==> config.mk <==
export PLATFORM = sky130hd
export DESIGN_NAME = divremiter_flat
export DESIGN_NICKNAME = d
export VERILOG_FILES = /design/src/rtl/divremiter_if.sv /design/src/rtl/divremiter.sv /design/src/flat_wrapper.sv
export SDC_FILE = /design/constraint.sdc
export NUM_CORES = 1
export LEC_CHECK = 0
export ABC_AREA = 1
export ABC_CLOCK_PERIOD_IN_PS = 6800
export CAP_MARGIN = 20
export CORE_MARGIN = 5
export CORE_UTILIZATION = 65
export CTS_CLUSTER_DIAMETER = 200
export DETAILED_ROUTE_END_ITERATION = 10
export GPL_TIMING_DRIVEN = 0
export PLACE_DENSITY = 0.95
export SLEW_MARGIN = 20
export SYNTH_ARGS = -nofsm -noshare
export SYNTH_HDL_FRONTEND = slang
export SYNTH_SLANG_ARGS = --single-unit
==> constraint.sdc <==
create_clock -name clk -period 6.8 [get_ports clk]
set_input_delay 0.68 -clock clk [delete_from_list [all_inputs] [get_ports clk]]
set_output_delay 0.68 -clock clk [all_outputs]
set_load 0.05 [all_outputs]
==> src/rtl/divremiter_if.sv <==
// Operand/result bundle between the Execute stage and the iterative divider.
// The master drives the request and operands; the slave returns status and result.
interface divremiter_if #(
    parameter int XLEN = 64
);
    logic            StartE;
    logic            FlushE;
    logic            AckE;
    logic [2:0]      Funct3E;
    logic [XLEN-1:0] ForwardedSrcAE;
    logic [XLEN-1:0] ForwardedSrcBE;
    logic            DivBusyE;
    logic            DivDoneE;
    logic [XLEN-1:0] ResultE;

    modport master (
        output StartE, FlushE, AckE, Funct3E, ForwardedSrcAE, ForwardedSrcBE,
        input  DivBusyE, DivDoneE, ResultE
    );

    modport slave (
        input  StartE, FlushE, AckE, Funct3E, ForwardedSrcAE, ForwardedSrcBE,
        output DivBusyE, DivDoneE, ResultE
    );
endinterface

==> src/rtl/divremiter.sv <==
// Iterative radix-2 restoring divider for DIV/DIVU/REM/REMU, one quotient bit per cycle.
// The result is held in DONE until acknowledged and stays on ResultE afterwards.
module divremiter #(
    parameter int XLEN = 64
) (
    input  logic         clk,
    input  logic         reset_n,
    divremiter_if.slave  dif
);
    localparam int CW = $clog2(XLEN);
    localparam logic [CW-1:0] CNT_LAST = CW'(XLEN - 1);

    localparam logic [2:0] S_IDLE = 3'd0;
    localparam logic [2:0] S_PREP = 3'd1;
    localparam logic [2:0] S_BUSY = 3'd2;
    localparam logic [2:0] S_FIX  = 3'd3;
    localparam logic [2:0] S_DONE = 3'd4;

    logic [2:0]      state_reg, state_next;
    logic [1:0]      op_reg;
    logic            signed_reg;
    logic            negq_reg, negr_reg;
    logic [XLEN-1:0] a_reg, b_reg;
    logic [XLEN-1:0] rem_reg, quo_reg;
    logic [XLEN-1:0] result_reg;
    logic [CW-1:0]   cnt_reg;

    logic            a_neg, b_neg;
    logic [XLEN-1:0] abs_a, abs_b;
    logic            div_zero, div_ovf;
    logic [XLEN:0]   rem_wide, trial;
    logic [XLEN-1:0] quo_fix, rem_fix;

    assign a_neg    = signed_reg & a_reg[XLEN-1];
    assign b_neg    = signed_reg & b_reg[XLEN-1];
    assign abs_a    = a_neg ? (~a_reg + 1'b1) : a_reg;
    assign abs_b    = b_neg ? (~b_reg + 1'b1) : b_reg;
    assign div_zero = (b_reg == '0);
    assign div_ovf  = signed_reg && (a_reg == {1'b1, {(XLEN-1){1'b0}}}) && (b_reg == '1);

    // The shifted-out quotient MSB is kept as a carry so a partial remainder at or
    // above 2^(XLEN-1) is not truncated when the divisor is large (unsigned ops).
    assign rem_wide = {rem_reg, quo_reg[XLEN-1]};
    assign trial    = rem_wide - {1'b0, b_reg};

    assign quo_fix  = negq_reg ? (~quo_reg + 1'b1) : quo_reg;
    assign rem_fix  = negr_reg ? (~rem_reg + 1'b1) : rem_reg;

    always_comb begin
        state_next = state_reg;
        case (state_reg)
            S_IDLE: if (dif.StartE) state_next = S_PREP;
            S_PREP: state_next = (div_zero || div_ovf) ? S_DONE : S_BUSY;
            S_BUSY: if (cnt_reg == '0) state_next = S_FIX;
            S_FIX:  state_next = S_DONE;
            S_DONE: if (dif.AckE) state_next = S_IDLE;
            default: state_next = S_IDLE;
        endcase
        if (dif.FlushE) state_next = S_IDLE;
    end

    always_ff @(posedge clk or negedge reset_n) begin
        if (!reset_n) begin
            state_reg  <= S_IDLE;
            op_reg     <= '0;
            signed_reg <= 1'b0;
            negq_reg   <= 1'b0;
            negr_reg   <= 1'b0;
            a_reg      <= '0;
            b_reg      <= '0;
            rem_reg    <= '0;
            quo_reg    <= '0;
            result_reg <= '0;
            cnt_reg    <= '0;
        end else begin
            state_reg <= state_next;
            if (!dif.FlushE) begin
                case (state_reg)
                    S_IDLE: begin
                        if (dif.StartE) begin
                            op_reg     <= dif.Funct3E[1:0];
                            signed_reg <= ~dif.Funct3E[0];
                            a_reg      <= dif.ForwardedSrcAE;
                            b_reg      <= dif.ForwardedSrcBE;
                        end
                    end
                    S_PREP: begin
                        negq_reg <= a_neg ^ b_neg;
                        negr_reg <= a_neg;
                        if (div_zero) begin
                            quo_reg    <= '1;
                            rem_reg    <= a_reg;
                            result_reg <= op_reg[1] ? a_reg : '1;
                        end else if (div_ovf) begin
                            quo_reg    <= a_reg;
                            rem_reg    <= '0;
                            result_reg <= op_reg[1] ? '0 : a_reg;
                        end else begin
                            b_reg   <= abs_b;
                            quo_reg <= abs_a;
                            rem_reg <= '0;
                            cnt_reg <= CNT_LAST;
                        end
                    end
                    S_BUSY: begin
                        if (!trial[XLEN]) begin
                            rem_reg <= trial[XLEN-1:0];
                            quo_reg <= {quo_reg[XLEN-2:0], 1'b1};
                        end else begin
                            rem_reg <= rem_wide[XLEN-1:0];
                            quo_reg <= {quo_reg[XLEN-2:0], 1'b0};
                        end
                        if (cnt_reg != '0) cnt_reg <= cnt_reg - 1'b1;
                    end
                    S_FIX: begin
                        quo_reg    <= quo_fix;
                        rem_reg    <= rem_fix;
                        result_reg <= op_reg[1] ? rem_fix : quo_fix;
                    end
                    default: ;
                endcase
            end
        end
    end

    assign dif.DivBusyE = (state_reg == S_PREP) || (state_reg == S_BUSY) || (state_reg == S_FIX);
    assign dif.DivDoneE = (state_reg == S_DONE);
    assign dif.ResultE  = result_reg;
endmodule

==> src/flat_wrapper.sv <==
// flat-port wrapper written by rule: the top's interface ports become plain ports
module divremiter_flat 
#(
    parameter int XLEN = 64
)
  (clk, reset_n, dif_StartE, dif_FlushE, dif_AckE, dif_Funct3E, dif_ForwardedSrcAE, dif_ForwardedSrcBE, dif_DivBusyE, dif_DivDoneE, dif_ResultE);
  divremiter_if #(.XLEN(XLEN)) dif_i ();
  input  logic clk;
  input  logic reset_n;
  input wire logic [$bits(dif_i.StartE)-1:0] dif_StartE;
  input wire logic [$bits(dif_i.FlushE)-1:0] dif_FlushE;
  input wire logic [$bits(dif_i.AckE)-1:0] dif_AckE;
  input wire logic [$bits(dif_i.Funct3E)-1:0] dif_Funct3E;
  input wire logic [$bits(dif_i.ForwardedSrcAE)-1:0] dif_ForwardedSrcAE;
  input wire logic [$bits(dif_i.ForwardedSrcBE)-1:0] dif_ForwardedSrcBE;
  output wire logic [$bits(dif_i.DivBusyE)-1:0] dif_DivBusyE;
  output wire logic [$bits(dif_i.DivDoneE)-1:0] dif_DivDoneE;
  output wire logic [$bits(dif_i.ResultE)-1:0] dif_ResultE;
  assign dif_i.StartE = dif_StartE;
  assign dif_i.FlushE = dif_FlushE;
  assign dif_i.AckE = dif_AckE;
  assign dif_i.Funct3E = dif_Funct3E;
  assign dif_i.ForwardedSrcAE = dif_ForwardedSrcAE;
  assign dif_i.ForwardedSrcBE = dif_ForwardedSrcBE;
  assign dif_DivBusyE = dif_i.DivBusyE;
  assign dif_DivDoneE = dif_i.DivDoneE;
  assign dif_ResultE = dif_i.ResultE;
  divremiter #(.XLEN(XLEN)) u_core (.clk(clk), .reset_n(reset_n), .dif(dif_i));
endmodule
==> impl_metrics.json, run 1 <==
{
  "error": "[ERROR GRT-0116] Global routing finished with congestion. Check the congestion regions in the DRC Viewer.",
  "lastStage": "global routing (5_1_grt)",
  "initial_core_util": 0.654,
  "die_w_um": 240,
  "cts.path.max_buffers": 3,
  "numCtsBuffers": 39,
  "post_cts_resized": 0,
  "gp_congestion": 1.45,
  "ys_seq_elements": 333,
  "syn-cell-area_um2": 34300,
  "num_io_pins": 202,
  "rows": 84,
  "grt_first_pass_wirelength_um": 268000,
  "status": "aborted with a tool error",
  "syn_inst": 6077,
  "htree_levels": 2,
  "postCtsHoldBufs": 0,
  "grt_pass1_vias": 45100,
  "synth_cell_type_count": 51,
  "clock_sinks": 333,
  "grt-ovfl-total": 46,
  "dpl.cell_count": 6968,
  "grtUsageTotal": 0.610,
  "synth.avg_cell_area_um2": 5.64,
  "die_y_um": 240,
  "ys_seq_area_frac": 0.243,
  "dp_hpwl_um": 127000,
  "grt_max_degree": 99,
  "ys_warn_count": 0,
  "synth_fp_nets": 6285,
  "cts_root_buf": "clkbuf_16",
  "post-cts-setup-buffer-count": 0,
  "io_buffers": 200
}
-- metrics by stage --
stage / area (um^2) / utilization / setup slack, ns
CTS: 38500 / 0.736 / 2.91
floorplan: 34300 / - / 4.20
global placement: 37100 / 0.709 / -9.61
detailed placement: 37200 / 0.711 / 2.34
-- Yosys cell counts (all sizes together) --
master   instances  area share
o21a             2     0.00044
and3             4     0.00073
o221ai           1     0.00026
a31oi           14      0.0026
o21ai          327       0.048
a21oi          381       0.056
nor2           893       0.099
nor3b            4     0.00088
a21boi           2     0.00044
nand3          500       0.073
xnor2           25      0.0064
nand2         2079        0.23
clkbuf         166       0.018
inv            700       0.077
nand4          116       0.022
or2              3     0.00055
a211oi           1     0.00022
a22oi           19      0.0042
clkinv          20      0.0022
xor2           139       0.036
nor3            73       0.012
dfrtp          333        0.24
a2bb2oi          1     0.00026
mux2i           21      0.0061
o211ai          41      0.0090
ha              71       0.026
a221oi           3     0.00077
and2             6      0.0011
o21bai           9      0.0020
o31ai            5      0.0011
nor4            18      0.0033
nand3b          28      0.0061
buf             68       0.011
o22ai            3     0.00055
fa               1     0.00058
-- layer usage --
metal  GRT overflow  track usage
met5              0        0.131
met1              0        0.632
met3              0        0.467
met4             24        0.545
met2             22        0.772
-- cells by family after synthesis --
kind of cell / share of synthesized area
mux: 0.00614
simple gates: 0.448
compound gates: 0.125
fa+ha+maj: 0.0265
buf+inv: 0.108
flops: 0.243
xor+xnor: 0.0419
==> inputs of run 2 (changes only) <==
CORE_UTILIZATION = 40   (was 65)
CTS_CLUSTER_DIAMETER = default   (was 200)
PLACE_DENSITY = default   (was 0.95)
PLACE_DENSITY_LB_ADDON = 0.15   (was default)
==> run 2 against run 1 <==
  * The flow now finishes without violations
  * Synthesized cell count unchanged
  * Synthesized area is the same
==> impl_metrics.json, run 2 <==
{
  "power.leakage_nw": 19.1,
  "postCtsHoldBufs": 1,
  "ys_warn_count": 0,
  "grt_first_pass_wirelength_um": 286000,
  "mostFrequentLayoutCell": "nand2_1",
  "die_w_um": 303,
  "antenna_found_initial": 12,
  "start_kind": "flip-flop",
  "core_um2": 85100,
  "fmax_mhz": 227,
  "synthTopCellsByArea": "dfrtp_1 24%, nand2_1 23%, nor2_1 9.7%",
  "post-cts-setup-buffer-count": 0,
  "drv_cap": 0,
  "cp_max_fo": 10,
  "cts.path.max_buffers": 3,
  "grt_setup_unrepaired": "false",
  "yosys_most_used_dff": "dfrtp_1",
  "vdd_ir_drop_max_mv": 0.400,
  "gp_congestion": 1.07,
  "skew_ns": 0.0518,
  "slew_headroom": 0.170,
  "clkTransAtPathRegs_ns": 0.06,
  "finalNetCount": 6538,
  "vias_per_cell": 5.70,
  "cts_tree": "done",
  "synth-async-reset-ratio": 1.00,
  "fin_setup_tns_ns": 0,
  "areaGrowthSynthToFinish_pct": 15.1,
  "dieArea_um2": 91600,
  "synth_cell_type_count": 51,
  "min_path_type": "reg2reg",
  "initial_core_util": 0.402,
  "dr.pass1.iters": 6,
  "grt_max_degree": 87,
  "crit_type": "reg2reg",
  "grt_pass1_vias": 40800,
  "synth_top_area_frac": 0.243,
  "grtUsageTotal": 0.434,
  "most-common-layout-cells": "2072 x nand2_1, 880 x nor2_1, 683 x inv_1, 498 x nand3_1, 381 x a21oi_1",
  "yosysMostFrequentCell": "nand2_1",
  "ff2ff_setup_slack_ns": 2.39,
  "drt_wl_total_um": 205000,
  "pwr-share-comb": 0.714,
  "setup.worst_path.end_class": "flip-flop",
  "drc": 0,
  "ys_seq_area_frac": 0.243,
  "pre_cts_ws_ns": 2.03,
  "via_count": 42800,
  "wl_per_cell_um": 27.3,
  "ant_nets": 0,
  "p_sw_w": 0.0155,
  "internal_power_w": 0.00929,
  "slew_violations": 0,
  "sw_frac_of_total": 0.625,
  "syn_inst": 6077,
  "synth_area_leader_cell": "dfrtp_1",
  "dp_hpwl_um": 170000,
  "cts_root_buf": "clkbuf_16",
  "ys_seq_elements": 333,
  "fin_crit_ns": 4.41,
  "first_iter_violations": 5356,
  "crit_required_ns": 7.27,
  "ys_top_cells_by_count": "2072 x nand2_1, 882 x nor2_1, 683 x inv_1",
  "syn-cell-area_um2": 34300,
  "nFillCells": 9659,
  "setup_ws_ns": 2.39,
  "power_w": 0.0248,
  "post_cts_resized": 0,
  "io_buffers": 200,
  "insertion_delay_ns": 0.65,
  "power.density_nw_per_um2": 628,
  "htree_levels": 2,
  "synth_fp_nets": 6285,
  "synth_edf_count": 0,
  "synth.avg_cell_area_um2": 5.64,
  "critPathArrivalTime_ns": 4.88,
  "seqPwrFrac": 0.179,
  "num_io_pins": 202,
  "clock_sinks": 333,
  "period_share": 0.649,
  "status": "finished, final reports clean",
  "die_y_um": 303,
  "rows": 107,
  "worst_pin_slew_ns": 1.23,
  "clockPowerShare": 0.107,
  "timing_hold_violations_final": 0,
  "setup_viol": 0,
  "drive_gt1_frac": 0.0291,
  "numCtsBuffers": 45,
  "grt-ovfl-total": 0
}
run 2: power by group through the flow:
stage	registers [W]	logic, W	clock network [W]
final	0.00443	0.0177	0.00266
after global routing	0.00448	0.0190	0.00273
after CTS	0.00432	0.0171	0.00266
after floorplan	0.00432	0.0103	0
after detailed placement	0.00434	0.0170	0
after global placement	0.00434	0.0169	0
run 2: metal layers:
| metal | GRT usage | wire (um) | vias to the layer above |
|---|---|---|---|
| met2 | 0.667 | 87900 | 2387 |
| met5 | 0 | 102 | - |
| met4 | 0.382 | 22400 | 16 |
| met1 | 0.519 | 76900 | 19900 |
| li1 | - | - | 19900 |
| met3 | 0.0809 | 17800 | 683 |
run 2: final cells by class:
type / count / area [um^2] / share of cell area
timing repair buffer: 206 / 2140 / 0.0542
multi-input combinational: 4790 / 22200 / 0.564
inverter: 720 / 2700 / 0.0686
clock inverter: 28 / 373 / 0.00945
buffer: 234 / 1000 / 0.0254
antenna: 5 / 12.5 / 0.000317
sequential: 333 / 8330 / 0.211
clock buffer: 54 / 1210 / 0.0307
tap: 1144 / 1430 / 0.0363
run 2: metrics by stage:
| stage | cells | cell area (um^2) | util | hold slack, ns |
|---|---|---|---|---|
| 6_report | 7514 | 39400 | 0.463 | 0.477 |
| 5_1_grt | 7510 | 39400 | 0.463 | 0.500 |
| 4_1_cts | 7508 | 39400 | 0.463 | 0.480 |
| 3_5_place_dp | 7425 | 37800 | 0.444 | 0.465 |
| 3_3_place_gp | 7421 | 37700 | 0.443 | 0.463 |
| 2_1_floorplan | 6077 | 34300 | - | 0.384 |
run 2: logic make-up after synthesis:
group	after synthesis	synth area share
flip-flops	333	0.243
adder cells (fa/ha/maj)	72	0.0265
buffers and inverters	954	0.108
AO/OA/AOI/OAI	809	0.125
AND/OR/NAND/NOR	3724	0.448
XOR/XNOR	164	0.0419
multiplexers	21	0.00614
run 2: final timing paths:
path	endpoint	startpoint	cells after the start
worst max-delay path	u_core.b_reg[33]	u_core.a_reg[0]	14
worst min-delay path	u_core.dif.ResultE[8]	u_core.dif.ResultE[8]	2
worst max register to register	u_core.b_reg[33]	u_core.a_reg[0]	14
worst min register to register	u_core.dif.ResultE[8]	u_core.dif.ResultE[8]	2
max in group asynchronous	u_core.dif.ResultE[63]	reset_n	4
min in group asynchronous	u_core.a_reg[13]	reset_n	2
run 2: worst max-delay path, cell delays in order, from the launching register on:
cell and delay [ns]:
dfrtp_1 0.38, inv_1 0.28, ha_1 0.37, inv_2 0.10, nor3_4 0.18, inv_2 0.12
nor2_4 0.11, nand2_1 0.18, nor2_2 0.36, nand3_1 0.19, nor2_2 0.51, nand2_1 0.40
nand4_2 0.33, clkbuf_1 0.51, o21ai_0 0.18
Note: power is estimated with default switching activity, not from simulation.
